===== config.mk =====
export PLATFORM = sky130hd
export DESIGN_NAME = rf_wr_arbiter_flat
export DESIGN_NICKNAME = d
export VERILOG_FILES = /design/src/rtl/rf_wr_arbiter_if.sv /design/src/rtl/rf_wr_arbiter.sv /design/src/flat_wrapper.sv
export SDC_FILE = /design/constraint.sdc
export NUM_CORES = 1
export LEC_CHECK = 0
export ABC_AREA = 1
export BUFFER_PORTS_ARGS = -buffer_cell sky130_fd_sc_hd__buf_2
export CORE_MARGIN = 4
export CORE_UTILIZATION = 45
export CTS_BUF_LIST = sky130_fd_sc_hd__clkbuf_4 sky130_fd_sc_hd__clkbuf_8 sky130_fd_sc_hd__clkbuf_16
export DETAILED_ROUTE_END_ITERATION = 7
export GPL_TIMING_DRIVEN = 0
export PLACE_DENSITY = 0.74
export SETUP_SLACK_MARGIN = 0.4
export SYNTH_ARGS = -nofsm -noshare
export SYNTH_HDL_FRONTEND = slang
export SYNTH_SLANG_ARGS = --single-unit

===== constraint.sdc =====
create_clock -name Clk -period 4.3 [get_ports Clk]
set_input_delay 0.86 -clock Clk [delete_from_list [all_inputs] [get_ports Clk]]
set_output_delay 0.86 -clock Clk [all_outputs]
set_load 0.05 [all_outputs]

===== src/rtl/rf_wr_arbiter_if.sv =====
// Write-request, commit and bypass signals between the writeback requesters and rf_wr_arbiter.
interface rf_wr_arbiter_if #(
    parameter int AW = 5,
    parameter int DW = 32
);
    logic          A_Valid;
    logic          A_Ready;
    logic [AW-1:0] A_Addr;
    logic [DW-1:0] A_Data;
    logic          B_Valid;
    logic          B_Ready;
    logic [AW-1:0] B_Addr;
    logic [DW-1:0] B_Data;
    logic          Hold;
    logic [AW-1:0] Awr;
    logic [DW-1:0] Din;
    logic          WrEn;
    logic [AW-1:0] Ard1;
    logic [AW-1:0] Ard2;
    logic          Fwd1_Hit;
    logic [DW-1:0] Fwd1_Data;
    logic          Fwd2_Hit;
    logic [DW-1:0] Fwd2_Data;
    logic          Busy;

    modport master (
        output A_Valid, A_Addr, A_Data, B_Valid, B_Addr, B_Data, Hold, Ard1, Ard2,
        input  A_Ready, B_Ready, Awr, Din, WrEn, Fwd1_Hit, Fwd1_Data, Fwd2_Hit, Fwd2_Data, Busy
    );

    modport slave (
        input  A_Valid, A_Addr, A_Data, B_Valid, B_Addr, B_Data, Hold, Ard1, Ard2,
        output A_Ready, B_Ready, Awr, Din, WrEn, Fwd1_Hit, Fwd1_Data, Fwd2_Hit, Fwd2_Data, Busy
    );
endinterface


===== src/rtl/rf_wr_arbiter.sv =====
// Register-file write-port arbiter with per-requester skid buffers and read bypass.
// Define RR_FAIR_EN for round-robin between distinct addresses; default is fixed B-before-A.
module rf_wr_arbiter #(
    parameter int AW = 5,
    parameter int DW = 32
) (
    input  logic          Clk,
    input  logic          Rst,
    rf_wr_arbiter_if.slave bus
);
    logic          a_v, b_v;
    logic [AW-1:0] a_addr, b_addr;
    logic [DW-1:0] a_data, b_data;
    logic          a_older;
    logic          grant_a, grant_b, kill_a, kill_b;
    logic          load_a, load_b;
    logic [AW-1:0] awr_q;
    logic [DW-1:0] din_q;
    logic          wren_q;
    logic          y_v, o_v;
    logic [AW-1:0] y_addr, o_addr;
    logic [DW-1:0] y_data, o_data;
`ifdef RR_FAIR_EN
    logic          rr_b;
    logic          rr_upd;
`endif

    always_comb begin
        grant_a = 1'b0;
        grant_b = 1'b0;
        kill_a  = 1'b0;
        kill_b  = 1'b0;
`ifdef RR_FAIR_EN
        rr_upd  = 1'b0;
`endif
        if (!bus.Hold) begin
            if (a_v && b_v) begin
                // Same destination: only the younger value survives, older dies unwritten.
                if (a_addr == b_addr) begin
                    if (a_older) begin
                        kill_a  = 1'b1;
                        grant_b = 1'b1;
                    end else begin
                        kill_b  = 1'b1;
                        grant_a = 1'b1;
                    end
                end else begin
`ifdef RR_FAIR_EN
                    rr_upd = 1'b1;
                    if (rr_b) grant_b = 1'b1;
                    else      grant_a = 1'b1;
`else
                    grant_b = 1'b1;
`endif
                end
            end else if (a_v) begin
                grant_a = 1'b1;
            end else if (b_v) begin
                grant_b = 1'b1;
            end
        end
    end

    assign bus.A_Ready = ~a_v | grant_a;
    assign bus.B_Ready = ~b_v | grant_b;
    assign load_a = bus.A_Valid & bus.A_Ready & (bus.A_Addr != '0);
    assign load_b = bus.B_Valid & bus.B_Ready & (bus.B_Addr != '0);

    always_ff @(posedge Clk or posedge Rst) begin
        if (Rst) begin
            a_v     <= 1'b0;
            b_v     <= 1'b0;
            a_addr  <= '0;
            b_addr  <= '0;
            a_data  <= '0;
            b_data  <= '0;
            a_older <= 1'b0;
            awr_q   <= '0;
            din_q   <= '0;
            wren_q  <= 1'b0;
`ifdef RR_FAIR_EN
            rr_b    <= 1'b1;
`endif
        end else begin
            if (load_a) begin
                a_v    <= 1'b1;
                a_addr <= bus.A_Addr;
                a_data <= bus.A_Data;
            end else if (grant_a || kill_a) begin
                a_v <= 1'b0;
            end
            if (load_b) begin
                b_v    <= 1'b1;
                b_addr <= bus.B_Addr;
                b_data <= bus.B_Data;
            end else if (grant_b || kill_b) begin
                b_v <= 1'b0;
            end
            // A fresh entry is always younger than whatever remains; a simultaneous pair ages A first.
            if (load_a && load_b)  a_older <= 1'b1;
            else if (load_a)       a_older <= 1'b0;
            else if (load_b)       a_older <= 1'b1;
            if (grant_a) begin
                awr_q  <= a_addr;
                din_q  <= a_data;
                wren_q <= 1'b1;
            end else if (grant_b) begin
                awr_q  <= b_addr;
                din_q  <= b_data;
                wren_q <= 1'b1;
            end else begin
                wren_q <= 1'b0;
            end
`ifdef RR_FAIR_EN
            if (rr_upd) rr_b <= grant_a;
`endif
        end
    end

    assign y_v    = a_older ? b_v    : a_v;
    assign y_addr = a_older ? b_addr : a_addr;
    assign y_data = a_older ? b_data : a_data;
    assign o_v    = a_older ? a_v    : b_v;
    assign o_addr = a_older ? a_addr : b_addr;
    assign o_data = a_older ? a_data : b_data;

    function automatic logic [DW:0] lookup(
        input logic [AW-1:0] ard,
        input logic yv, input logic [AW-1:0] ya, input logic [DW-1:0] yd,
        input logic ov, input logic [AW-1:0] oa, input logic [DW-1:0] od,
        input logic sv, input logic [AW-1:0] sa, input logic [DW-1:0] sd
    );
        lookup = '0;
        if (ard != '0) begin
            if (yv && ya == ard)      lookup = {1'b1, yd};
            else if (ov && oa == ard) lookup = {1'b1, od};
            else if (sv && sa == ard) lookup = {1'b1, sd};
        end
    endfunction

    always_comb begin
        {bus.Fwd1_Hit, bus.Fwd1_Data} = lookup(bus.Ard1, y_v, y_addr, y_data,
                                               o_v, o_addr, o_data, wren_q, awr_q, din_q);
        {bus.Fwd2_Hit, bus.Fwd2_Data} = lookup(bus.Ard2, y_v, y_addr, y_data,
                                               o_v, o_addr, o_data, wren_q, awr_q, din_q);
    end

    assign bus.Awr  = awr_q;
    assign bus.Din  = din_q;
    assign bus.WrEn = wren_q;
    assign bus.Busy = a_v | b_v | wren_q;
endmodule


===== src/flat_wrapper.sv =====
// flat-port wrapper written by rule: the top's interface ports become plain ports
module rf_wr_arbiter_flat 
#(
    parameter int AW = 5,
    parameter int DW = 32
)
  (Clk, Rst, bus_A_Valid, bus_A_Addr, bus_A_Data, bus_B_Valid, bus_B_Addr, bus_B_Data, bus_Hold, bus_Ard1, bus_Ard2, bus_A_Ready, bus_B_Ready, bus_Awr, bus_Din, bus_WrEn, bus_Fwd1_Hit, bus_Fwd1_Data, bus_Fwd2_Hit, bus_Fwd2_Data, bus_Busy);
  rf_wr_arbiter_if #(.AW(AW), .DW(DW)) bus_i ();
  input  logic Clk;
  input  logic Rst;
  input wire logic [$bits(bus_i.A_Valid)-1:0] bus_A_Valid;
  input wire logic [$bits(bus_i.A_Addr)-1:0] bus_A_Addr;
  input wire logic [$bits(bus_i.A_Data)-1:0] bus_A_Data;
  input wire logic [$bits(bus_i.B_Valid)-1:0] bus_B_Valid;
  input wire logic [$bits(bus_i.B_Addr)-1:0] bus_B_Addr;
  input wire logic [$bits(bus_i.B_Data)-1:0] bus_B_Data;
  input wire logic [$bits(bus_i.Hold)-1:0] bus_Hold;
  input wire logic [$bits(bus_i.Ard1)-1:0] bus_Ard1;
  input wire logic [$bits(bus_i.Ard2)-1:0] bus_Ard2;
  output wire logic [$bits(bus_i.A_Ready)-1:0] bus_A_Ready;
  output wire logic [$bits(bus_i.B_Ready)-1:0] bus_B_Ready;
  output wire logic [$bits(bus_i.Awr)-1:0] bus_Awr;
  output wire logic [$bits(bus_i.Din)-1:0] bus_Din;
  output wire logic [$bits(bus_i.WrEn)-1:0] bus_WrEn;
  output wire logic [$bits(bus_i.Fwd1_Hit)-1:0] bus_Fwd1_Hit;
  output wire logic [$bits(bus_i.Fwd1_Data)-1:0] bus_Fwd1_Data;
  output wire logic [$bits(bus_i.Fwd2_Hit)-1:0] bus_Fwd2_Hit;
  output wire logic [$bits(bus_i.Fwd2_Data)-1:0] bus_Fwd2_Data;
  output wire logic [$bits(bus_i.Busy)-1:0] bus_Busy;
  assign bus_i.A_Valid = bus_A_Valid;
  assign bus_i.A_Addr = bus_A_Addr;
  assign bus_i.A_Data = bus_A_Data;
  assign bus_i.B_Valid = bus_B_Valid;
  assign bus_i.B_Addr = bus_B_Addr;
  assign bus_i.B_Data = bus_B_Data;
  assign bus_i.Hold = bus_Hold;
  assign bus_i.Ard1 = bus_Ard1;
  assign bus_i.Ard2 = bus_Ard2;
  assign bus_A_Ready = bus_i.A_Ready;
  assign bus_B_Ready = bus_i.B_Ready;
  assign bus_Awr = bus_i.Awr;
  assign bus_Din = bus_i.Din;
  assign bus_WrEn = bus_i.WrEn;
  assign bus_Fwd1_Hit = bus_i.Fwd1_Hit;
  assign bus_Fwd1_Data = bus_i.Fwd1_Data;
  assign bus_Fwd2_Hit = bus_i.Fwd2_Hit;
  assign bus_Fwd2_Data = bus_i.Fwd2_Data;
  assign bus_Busy = bus_i.Busy;
  rf_wr_arbiter #(.AW(AW), .DW(DW)) u_core (.Clk(Clk), .Rst(Rst), .bus(bus_i));
endmodule

==> results of run 1 <==
## cells by family (layout without fill, tap and decap cells)
| kind of cell | Yosys count | in the layout | synth area share |
|---|---|---|---|
| and+or+nand+nor | 930 | 930 | 0.443 |
| DFF | 115 | 115 | 0.316 |
| AOI/OAI and AO/OA | 160 | 160 | 0.0890 |
| buffers and inverters | 318 | 548 | 0.149 |
| xor gates and xnor gates | 3 | 3 | 0.00289 |
## worst max-delay path, stage by stage
cell,delay (ns)
sky130_fd_sc_hd__buf_2,0.16
sky130_fd_sc_hd__inv_1,0.09
sky130_fd_sc_hd__nand2_1,0.07
sky130_fd_sc_hd__o21ai_0,0.08
sky130_fd_sc_hd__nor2_1,0.11
sky130_fd_sc_hd__nand3_1,0.35
sky130_fd_sc_hd__clkbuf_1,0.41
sky130_fd_sc_hd__nor2_1,0.17
sky130_fd_sc_hd__nand2_1,0.06
sky130_fd_sc_hd__nand3_1,0.08
sky130_fd_sc_hd__nand2_1,0.07
sky130_fd_sc_hd__nor2_1,0.16
sky130_fd_sc_hd__buf_2,0.28
## where the power goes
group,leakage (nW),internal [W],switching [W]
Combinational,4.73,0.00104,0.00337
Clock,0.277,0.000808,0.000623
Sequential,1.42,0.00146,0.000385
Total,6.43,0.00331,0.00437
## sequential cells by signal, indices dropped and copies added (netlist names), 5 cells and up
name and flops:
u_core.b_data 32, u_core.b_addr 5, u_core.a_addr 5, u_core.bus.Din 32, u_core.a_data 32, u_core.bus.Awr 5
## cells in the mapped netlist, types with 2 or more instances
library cell | n | area [µm²]
sky130_fd_sc_hd__inv_2 | 3 | 11.3
sky130_fd_sc_hd__buf_6 | 10 | 113
sky130_fd_sc_hd__nor2_1 | 192 | 721
sky130_fd_sc_hd__nand4_1 | 68 | 425
sky130_fd_sc_hd__nor3_1 | 4 | 20.0
sky130_fd_sc_hd__nand3_2 | 3 | 30.0
sky130_fd_sc_hd__buf_2 | 52 | 260
sky130_fd_sc_hd__xor2_1 | 2 | 17.5
sky130_fd_sc_hd__dfrtp_1 | 115 | 2880
sky130_fd_sc_hd__o21ai_1 | 7 | 35.0
sky130_fd_sc_hd__nor2_2 | 27 | 169
sky130_fd_sc_hd__inv_1 | 207 | 777
sky130_fd_sc_hd__o21ai_0 | 147 | 736
sky130_fd_sc_hd__buf_4 | 6 | 45.0
sky130_fd_sc_hd__nand3_1 | 196 | 981
sky130_fd_sc_hd__a21oi_1 | 3 | 15.0
sky130_fd_sc_hd__buf_1 | 4 | 15.0
sky130_fd_sc_hd__nand2_1 | 432 | 1620
sky130_fd_sc_hd__clkbuf_1 | 36 | 135
sky130_fd_sc_hd__nand2_2 | 3 | 18.8
## final cells by class
cell class,count,area share
clock buffer,17,0.0385
multi-input combinational,1093,0.440
clock inverter,15,0.0131
tap,265,0.0300
timing repair buffer,198,0.0945
buffer,108,0.0515
sequential,115,0.260
inverter,210,0.0717
## path summary, 6_finish.rpt
path | startpoint | endpoint | slack, ns | depth (start not counted)
max in group asynchronous | Rst | u_core.b_data[28]$_DFFE_PP0P_ | 3.09 | 3
setup reg to reg | u_core.a_v$_DFFE_PP0P_ | u_core.bus.Awr[4]$_DFFE_PP0P_ | 2.10 | 6
min in group asynchronous | Rst | u_core.a_data[13]$_DFFE_PP0P_ | 0.55 | 2
setup / recovery | bus_Ard2[0] | bus_Fwd2_Data[29] | 0.48 | 13
hold / removal | u_core.a_data[20]$_DFFE_PP0P_ | u_core.a_data[20]$_DFFE_PP0P_ | 0.50 | 2
hold reg to reg | u_core.a_data[20]$_DFFE_PP0P_ | u_core.a_data[20]$_DFFE_PP0P_ | 0.50 | 2
## metrics by stage
stage / power (W) / hold WS (ns) / cell area, µm² / instances / worst slack [ns]
after floorplan: 0.00480 / 0.463 / 9100 / 1526 / 1.04
after global placement: 0.00607 / 0.481 / 10400 / 1986 / 0.654
after detailed placement: 0.00612 / 0.487 / 10500 / 1989 / 0.637
after CTS: 0.00756 / 0.503 / 11000 / 2021 / 0.611
after global routing: 0.00809 / 0.535 / 11000 / 2021 / 0.414
final: 0.00768 / 0.502 / 11000 / 2021 / 0.478
## layer usage
metal	up-vias	share of wire	global-route usage
met4	0	0.035	0.126
met3	118	0.12	0.0777
li1	5247	-	-
met2	831	0.44	0.489
met5	-	0	0
met1	5092	0.41	0.456
==> results by group, run 1 <==
Outcome
  – Status: finished, final reports clean

Timing
  – Maximum clock skew at final layout: 0.0116 ns
  – Final min period: 3.82 ns
  – Setup repair after global routing missed its margin: no
  – Max Slew Vio Count: 0
  – Highest attainable clock frequency: 262 MHz
  – Relative max-transition margin: 0.471
  – Setup violation total in the final timing report: 0
  – Tcrit/Tclk final: 0.889
  – Final hold violation count: 0
  – Least-Margin Pin Slew: 0.792 ns
  – Total negative slack for setup checks: 0 ns

Final layout
  – Top library cells by usage in the layout, fill and taps aside: 432 x sky130_fd_sc_hd__nand2_1, 247 x sky130_fd_sc_hd__buf_2, 206 x sky130_fd_sc_hd__inv_1
  – Fillers: 2086
  – Area taken by flip-flops and latches: 0.00288 mm²
  – # nets final: 1832
  – Share of the core filled with cells in the final layout: 0.562
  – Proportion of layout cells with a drive suffix above 1: 0.194
  – Diode insertion count for antenna repair: 0
  – Most frequent standard cell in the layout excluding fill and tap cells: sky130_fd_sc_hd__nand2_1
  – Relative area change from synthesis to final layout: 21.4%
  – Total area of multi-input combinational cells: 0.00486 mm²

Global route
  – Gr ovfl total: 0
  – Global-route usage over all layers: 0.326
  – Number of global-route vias before repair: 10181
  – Wire length of the first global-routing pass: 56400 µm
  – Initial antenna violation count: 0
  – Pin count of the biggest net entering global routing: 40

Synth
  – Share of synthesized area occupied by flip-flops and latches: 0.316
  – Total standard cell area after synthesis: 0.00910 mm²
  – Number of synthesized flops with an enable pin: 0
  – Number of distinct library cells after synthesis: 29
  – Main flop type after synthesis: sky130_fd_sc_hd__dfrtp_1
  – Mean instance size in the synthesized netlist: 5.96 µm²
  – Number of warnings issued by yosys: 0
  – Synthesis-stage register bit count: 115
  – Async set-reset flop share out of synthesis: 1.00
  – Synthesized netlist net count: 1615
  – Mapped Cells: 1526

CTS
  – Total clock sinks: 115
  – CTS-repair resized insts: 0
  – Clock transition at the registers of the reported paths: 0.06 ns
  – CTS H-tree lvls: 4
  – Number of post-CTS setup repair buffers: 0
  – Post-CTS Hold Buffers: 0
  – Number of CTS-inserted buffers: 17
  – Number of buffers on the longest clock path: 2
  – Worst skew pair latency: 0.44 ns
  – CTS tree: yes
  – CTS Root Buffer Type: sky130_fd_sc_hd__clkbuf_16

Worst setup path
  – Worst EP arrival: 2.96 ns
  – Required time reported for the critical path endpoint: 3.44 ns
  – Sort of element at the end of the critical path: primary output
  – Worst-path maximum fanout: 10
  – Worst Path Class, Setup: in2out
  – Crit path launch type: input pin

Placement
  – Placed wire-length estimate: 27200 µm
  – Gpl congestion: 0.971
  – Input/output buffers: 195

Drt
  – Avg Vias per Cell: 5.59
  – DRC violation count after routing: 0
  – Violation count after the first detailed-route iteration: 1521
  – Drt pass-1 iters: 6
  – Via Count: 11288
  – Per-cell routed wire length: 18.5 µm
  – Final routed wirelength across all metal layers: 37500 µm
  – Number of nets with antenna violations after routing: 0

Run
  – Max-capacitance violation count: 0

Floorplan
  – Initial standard-cell utilization of the core: 0.463
  – Total Die Area: 0.0226 mm²
  – I/O pin total: 196
  – Horiz. Die Dim: 150 µm
  – Die Y: 150 µm
  – Standard-cell rows: 51
  – Core area: 0.0197 mm²

Hold path
  – Min-delay worst type: reg2reg

Pwr
  – Power Dens Cells: 695 mW/mm²
  – IR Drop Worst-Case VDD: 408 µV
  – Static leakage power: 6.43 nW
No activity file was read; power rests on OpenSTA's default activity.
==> inputs of run 2 (changes only) <==
- BUFFER_PORTS_ARGS: -buffer_cell sky130_fd_sc_hd__buf_2 -> -buffer_cell sky130_fd_sc_hd__clkbuf_2
==> run 2 against run 1 <==
  * Worst setup slack better by 0.075 ns
  * Largest power group unchanged
  * Flip-flop and latch count did not move
  * Clock skew is 0.0021 ns lower
  * Highest routed layer unchanged
  * Non-clock buffer count stayed put
  * Sequential share of layout area decreased by 0.16 points
  * Final cell count hardly changed
  * Critical path type unchanged
  * Largest cell class unchanged
  * Critical endpoint is now bus_Fwd1_Data[17]
==> results by group, run 2 (same netlist as run 1, synthesis figures left out) <==
Outcome
  – Status: finished, final reports clean

Global route
  – Number of global-route vias before repair: 10377
  – Initial antenna violation count: 0
  – Pin count of the biggest net entering global routing: 42
  – Global-route usage over all layers: 0.327
  – Gr ovfl total: 0
  – Wire length of the first global-routing pass: 56900 µm

Timing
  – Max Slew Vio Count: 0
  – Maximum clock skew at final layout: 0.00946 ns
  – Final min period: 3.75 ns
  – Setup repair after global routing missed its margin: no
  – Least-Margin Pin Slew: 0.763 ns
  – Relative max-transition margin: 0.491
  – Highest attainable clock frequency: 267 MHz
  – Total negative slack for setup checks: 0 ns
  – Setup violation total in the final timing report: 0
  – Final hold violation count: 0
  – Tcrit/Tclk final: 0.871
  – Hold Worst Slack: 0.448 ns

Worst setup path
  – Sort of element at the end of the critical path: primary output
  – Worst EP arrival: 2.89 ns
  – Worst R2R Path Depth: 11
  – Number of stages on the worst setup path: 12
  – Crit Reg-Reg Startpoint: u_core.a_addr[1]$_DFFE_PP0P_
  – Buf/Inv on CP: 5
  – Crit-path cells: clkbuf_2, inv_1, nor2_1, nor3_1, nand3_1, clkbuf_1, nor2_1, nand2_1, nand3_1, nand2_1, inv_1, clkbuf_2
  – Top delay family on crit path: simple AND/OR/NAND/NOR gates
  – Worst Path Class, Setup: in2out
  – Last element of the critical path: bus_Fwd1_Data[17]
  – Reg-to-reg critical path endpoint: u_core.a_data[8]$_DFFE_PP0P_
  – Worst-path maximum fanout: 10
  – FF-to-FF setup slack: 1.99 ns
  – Crit path launch type: input pin
  – Slowest cell on crit path: sky130_fd_sc_hd__nand3_1
  – CP peak stage delay: 0.38 ns
  – Required time reported for the critical path endpoint: 3.44 ns
  – Worst setup path startpoint: bus_Ard1[0]

Drt
  – Avg Vias per Cell: 5.59
  – Final routed wirelength across all metal layers: 37300 µm
  – Per-cell routed wire length: 18.5 µm
  – Via Count: 11299
  – Number of nets with antenna violations after routing: 0
  – DRC violation count after routing: 0
  – Drt pass-1 iters: 7
  – Violation count after the first detailed-route iteration: 1582

Final layout
  – Proportion of layout cells with a drive suffix above 1: 0.195
  – # nets final: 1832
  – Post-Layout Inst Area: 0.0111 mm²
  – Share of the core filled with cells in the final layout: 0.566
  – Diode insertion count for antenna repair: 0
  – Relative area change from synthesis to final layout: 22.2%
  – Top library cells by usage in the layout, fill and taps aside: 432 x sky130_fd_sc_hd__nand2_1, 206 x sky130_fd_sc_hd__inv_1, 198 x sky130_fd_sc_hd__clkbuf_2
  – Most frequent standard cell in the layout excluding fill and tap cells: sky130_fd_sc_hd__nand2_1

Floorplan
  – Total Die Area: 0.0226 mm²
  – Die Y: 150 µm
  – Horiz. Die Dim: 150 µm
  – I/O pin total: 196
  – Core area: 0.0197 mm²
  – Standard-cell rows: 51
  – Initial standard-cell utilization of the core: 0.463

Hold path
  – Min-delay worst type: in2async

Pwr
  – Static leakage power: 6.42 nW
  – Power Dens Cells: 703 mW/mm²
  – IR Drop Worst-Case VDD: 348 µV
  – Power consumption: 0.00781 W

CTS
  – Number of post-CTS setup repair buffers: 0
  – CTS Root Buffer Type: sky130_fd_sc_hd__clkbuf_16
  – CTS tree: yes
  – Clock transition at the registers of the reported paths: 0.06 ns
  – Number of CTS-inserted buffers: 17
  – CTS-repair resized insts: 0
  – Number of buffers on the longest clock path: 2
  – Post-CTS Hold Buffers: 0
  – Total clock sinks: 115
  – CTS H-tree lvls: 4
  – Worst skew pair latency: 0.43 ns

Placement
  – Input/output buffers: 195
  – Gpl congestion: 1.01
  – Placed wire-length estimate: 27000 µm
  – Post-Place Cell Area: 0.0105 mm²

Run
  – Max-capacitance violation count: 0
[run 2: per-layer routing]
layer / share of wire / GRT usage
met5: 0 / 0
met4: 0.040 / 0.120
met3: 0.13 / 0.0930
met2: 0.43 / 0.496
met1: 0.40 / 0.447
[run 2: area by class of cell]
| cell class | count | area (µm²) |
|---|---|---|
| inverter | 210 | 792 |
| clock inverter | 13 | 198 |
| clock buffer | 18 | 439 |
| buffer | 108 | 572 |
| fill | 2035 | 8540 |
| multi-input combinational | 1093 | 4870 |
| timing repair buffer | 198 | 1040 |
| sequential | 115 | 2880 |
| tap | 265 | 332 |
[run 2: through the flow]
step / worst slack [ns] / instances
floorplan: 1.04 / 1526
global placement: 0.584 / 1986
detailed placement: 0.573 / 1989
CTS: 0.507 / 2020
global route: 0.408 / 2020
finish: 0.553 / 2020
[run 2: worst reg2reg max path: stages, from the launching register on]
cell                       delay, ns
sky130_fd_sc_hd__dfrtp_1        0.48
sky130_fd_sc_hd__inv_1          0.15
sky130_fd_sc_hd__o21ai_1        0.14
sky130_fd_sc_hd__nor2_1         0.08
sky130_fd_sc_hd__nand3_1        0.11
sky130_fd_sc_hd__nand2_1        0.07
sky130_fd_sc_hd__nand2_1        0.11
sky130_fd_sc_hd__nand2_2        0.14
sky130_fd_sc_hd__nand2_1        0.22
sky130_fd_sc_hd__clkbuf_1       0.51
sky130_fd_sc_hd__nand2_1        0.15
sky130_fd_sc_hd__nand2_1        0.10
[run 2: worst min path at each step]
stage,endpoint,depth (start not counted),start
6_report,u_core.a_data[13]$_DFFE_PP0P_,3,Rst
5_1_grt,u_core.a_data[13]$_DFFE_PP0P_,3,Rst
4_1_cts,u_core.a_data[13]$_DFFE_PP0P_,3,Rst
3_5_place_dp,u_core.a_data[10]$_DFFE_PP0P_,2,u_core.a_data[10]$_DFFE_PP0P_
3_3_place_gp,u_core.a_data[10]$_DFFE_PP0P_,2,u_core.a_data[10]$_DFFE_PP0P_
2_1_floorplan,u_core.a_data[0]$_DFFE_PP0P_,2,u_core.a_data[0]$_DFFE_PP0P_
[run 2: where the power goes]
group	internal, W	switching (W)
clock network	0.000993	0.000591
logic	0.00103	0.00334
registers	0.00146	0.000402
==> inputs of run 3 (changes only) <==
- CORE_ASPECT_RATIO: not set -> 1.1
==> run 3 against run 2 <==
  * Power rose by 0.41%
  * Die area is essentially flat
  * Sequential share of layout area is essentially flat
  * Combinational power is essentially flat
  * Critical path depth rose by 1
  * Maximum frequency decreased by 1.1%
  * Clock skew rose by 0.0038 ns
==> results by group, run 3 (same netlist as run 1, synthesis figures left out) <==
Drt
  – DRC violation count after routing: 0
  – Avg Vias per Cell: 5.51
  – Final routed wirelength across all metal layers: 37400 µm
  – Violation count after the first detailed-route iteration: 1131
  – Number of nets with antenna violations after routing: 0
  – Drt pass-1 iters: 6
  – Via Count: 11044
  – Per-cell routed wire length: 18.6 µm

Timing
  – Setup repair after global routing missed its margin: no
  – Setup WS post-layout: 0.512 ns
  – Max Slew Vio Count: 0
  – Highest attainable clock frequency: 264 MHz
  – Least-Margin Pin Slew: 0.770 ns
  – Setup violation total in the final timing report: 0
  – Tcrit/Tclk final: 0.881
  – Total negative slack for setup checks: 0 ns
  – Final hold violation count: 0
  – Relative max-transition margin: 0.487
  – Maximum clock skew at final layout: 0.0133 ns
  – Final min period: 3.79 ns

Run
  – Max-capacitance violation count: 0

Final layout
  – Top library cells by usage in the layout, fill and taps aside: 432 x sky130_fd_sc_hd__nand2_1, 206 x sky130_fd_sc_hd__inv_1, 196 x sky130_fd_sc_hd__nand3_1, 196 x sky130_fd_sc_hd__clkbuf_2, 192 x sky130_fd_sc_hd__nor2_1
  – Share of the core filled with cells in the final layout: 0.559
  – Relative area change from synthesis to final layout: 22.0%
  – Proportion of layout cells with a drive suffix above 1: 0.193
  – # nets final: 1832
  – Diode insertion count for antenna repair: 0
  – Most frequent standard cell in the layout excluding fill and tap cells: sky130_fd_sc_hd__nand2_1

Placement
  – Placed wire-length estimate: 27900 µm
  – Input/output buffers: 195
  – Gpl congestion: 0.985
  – Dpl ws: 0.620 ns

CTS
  – CTS tree: yes
  – Number of post-CTS setup repair buffers: 0
  – CTS Root Buffer Type: sky130_fd_sc_hd__clkbuf_16
  – Total clock sinks: 115
  – Number of CTS-inserted buffers: 17
  – Worst skew pair latency: 0.43 ns
  – CTS H-tree lvls: 4
  – Number of buffers on the longest clock path: 2
  – Clock transition at the registers of the reported paths: 0.06 ns

Floorplan
  – Standard-cell rows: 54
  – Total Die Area: 0.0226 mm²
  – Initial standard-cell utilization of the core: 0.458
  – Die Y: 157 µm
  – Horiz. Die Dim: 144 µm
  – Core area: 0.0199 mm²
  – I/O pin total: 196

Worst setup path
  – Slowest cell on crit path: sky130_fd_sc_hd__clkbuf_1
  – Worst Path Class, Setup: in2out
  – Worst EP arrival: 2.93 ns
  – Crit-path cells: clkbuf_2, inv_1, nand2_1, nand2_1, nor2_1, nand3_1, clkbuf_1, nor2_1, nand2_1, nand3_1, nand2_1, inv_1, clkbuf_2
  – Top delay family on crit path: buffers and inverters
  – Crit path launch type: input pin
  – Cell repeated most along the worst path: sky130_fd_sc_hd__nand2_1
  – FF-to-FF setup slack: 2.00 ns
  – Worst-path maximum fanout: 10
  – CP peak stage delay: 0.63 ns
  – Sort of element at the end of the critical path: primary output
  – Required time reported for the critical path endpoint: 3.44 ns
  – Buf/Inv on CP: 5

Hold path
  – Min-delay worst type: in2async

Global route
  – Pin count of the biggest net entering global routing: 42
  – Global-route usage over all layers: 0.332
  – Initial antenna violation count: 0
  – Number of global-route vias before repair: 10773
  – Gr ovfl total: 0
  – Wire length of the first global-routing pass: 57900 µm

Pwr
  – IR Drop Worst-Case VDD: 426 µV
  – Power Dens Cells: 707 mW/mm²
  – Static leakage power: 6.42 nW

Outcome
  – Status: finished, final reports clean
## run 3: cell count changes in the layout (fill, tap and decap cells not counted), sizes merged
| cell | delta |
|---|---|
| clkinv | +1 |
| clkbuf | +2 |
| bufinv | +1 |
| inv | -5 |
## run 3: area by class of cell
class                           count  area (µm²)
Fill cell                        2028        8770
Multi-Input combinational cell   1093        4860
Sequential cell                   115        2880
Timing Repair Buffer              198        1040
Inverter                          210         792
Buffer                            108         569
Clock buffer                       20         460
Tap cell                          252         315
Clock inverter                     10         181
## run 3: routing by layer
layer	global-route usage	part of all wire	wire length, µm	up-vias
met2	0.521	0.45	16900	624
met4	0.136	0.038	1420	0
met5	0	0	0	-
li1	-	-	-	5241
met3	0.0775	0.097	3630	103
met1	0.441	0.41	15500	5076
## run 3: through the flow
stage	total power, W	cell area [µm²]	cells	hold slack (ns)
floorplan	0.00480	9100	1526	0.463
global placement	0.00608	10400	1973	0.485
detailed placement	0.00613	10500	1976	0.489
CTS	0.00776	11100	2006	0.382
global route	0.00829	11100	2006	0.385
finish	0.00785	11100	2006	0.381
## run 3: worst paths after layout
kind	from	to	cells past startpoint
worst max-delay path	bus_Ard2[3]	bus_Fwd2_Data[31]	13
worst min-delay path	Rst	u_core.b_data[10]$_DFFE_PP0P_	2
worst max register to register	u_core.b_v$_DFFE_PP0P_	u_core.bus.Awr[4]$_DFFE_PP0P_	6
worst min register to register	u_core.a_data[25]$_DFFE_PP0P_	u_core.a_data[25]$_DFFE_PP0P_	2
max in group asynchronous	Rst	u_core.a_data[30]$_DFFE_PP0P_	4
min in group Clk	u_core.a_data[25]$_DFFE_PP0P_	u_core.a_data[25]$_DFFE_PP0P_	2
## run 3: report_power, final
part / switching [W] / internal (W) / leakage (nW)
clock: 0.000552 / 0.00106 / 0.315
sequential: 0.000383 / 0.00146 / 1.42
combinational: 0.00336 / 0.00103 / 4.69
## run 3: what timing repair did
item,4_1_cts,5_1_grt
hold buffers,0,0
gates resized for setup,0,2
setup endpoints to repair,0,4
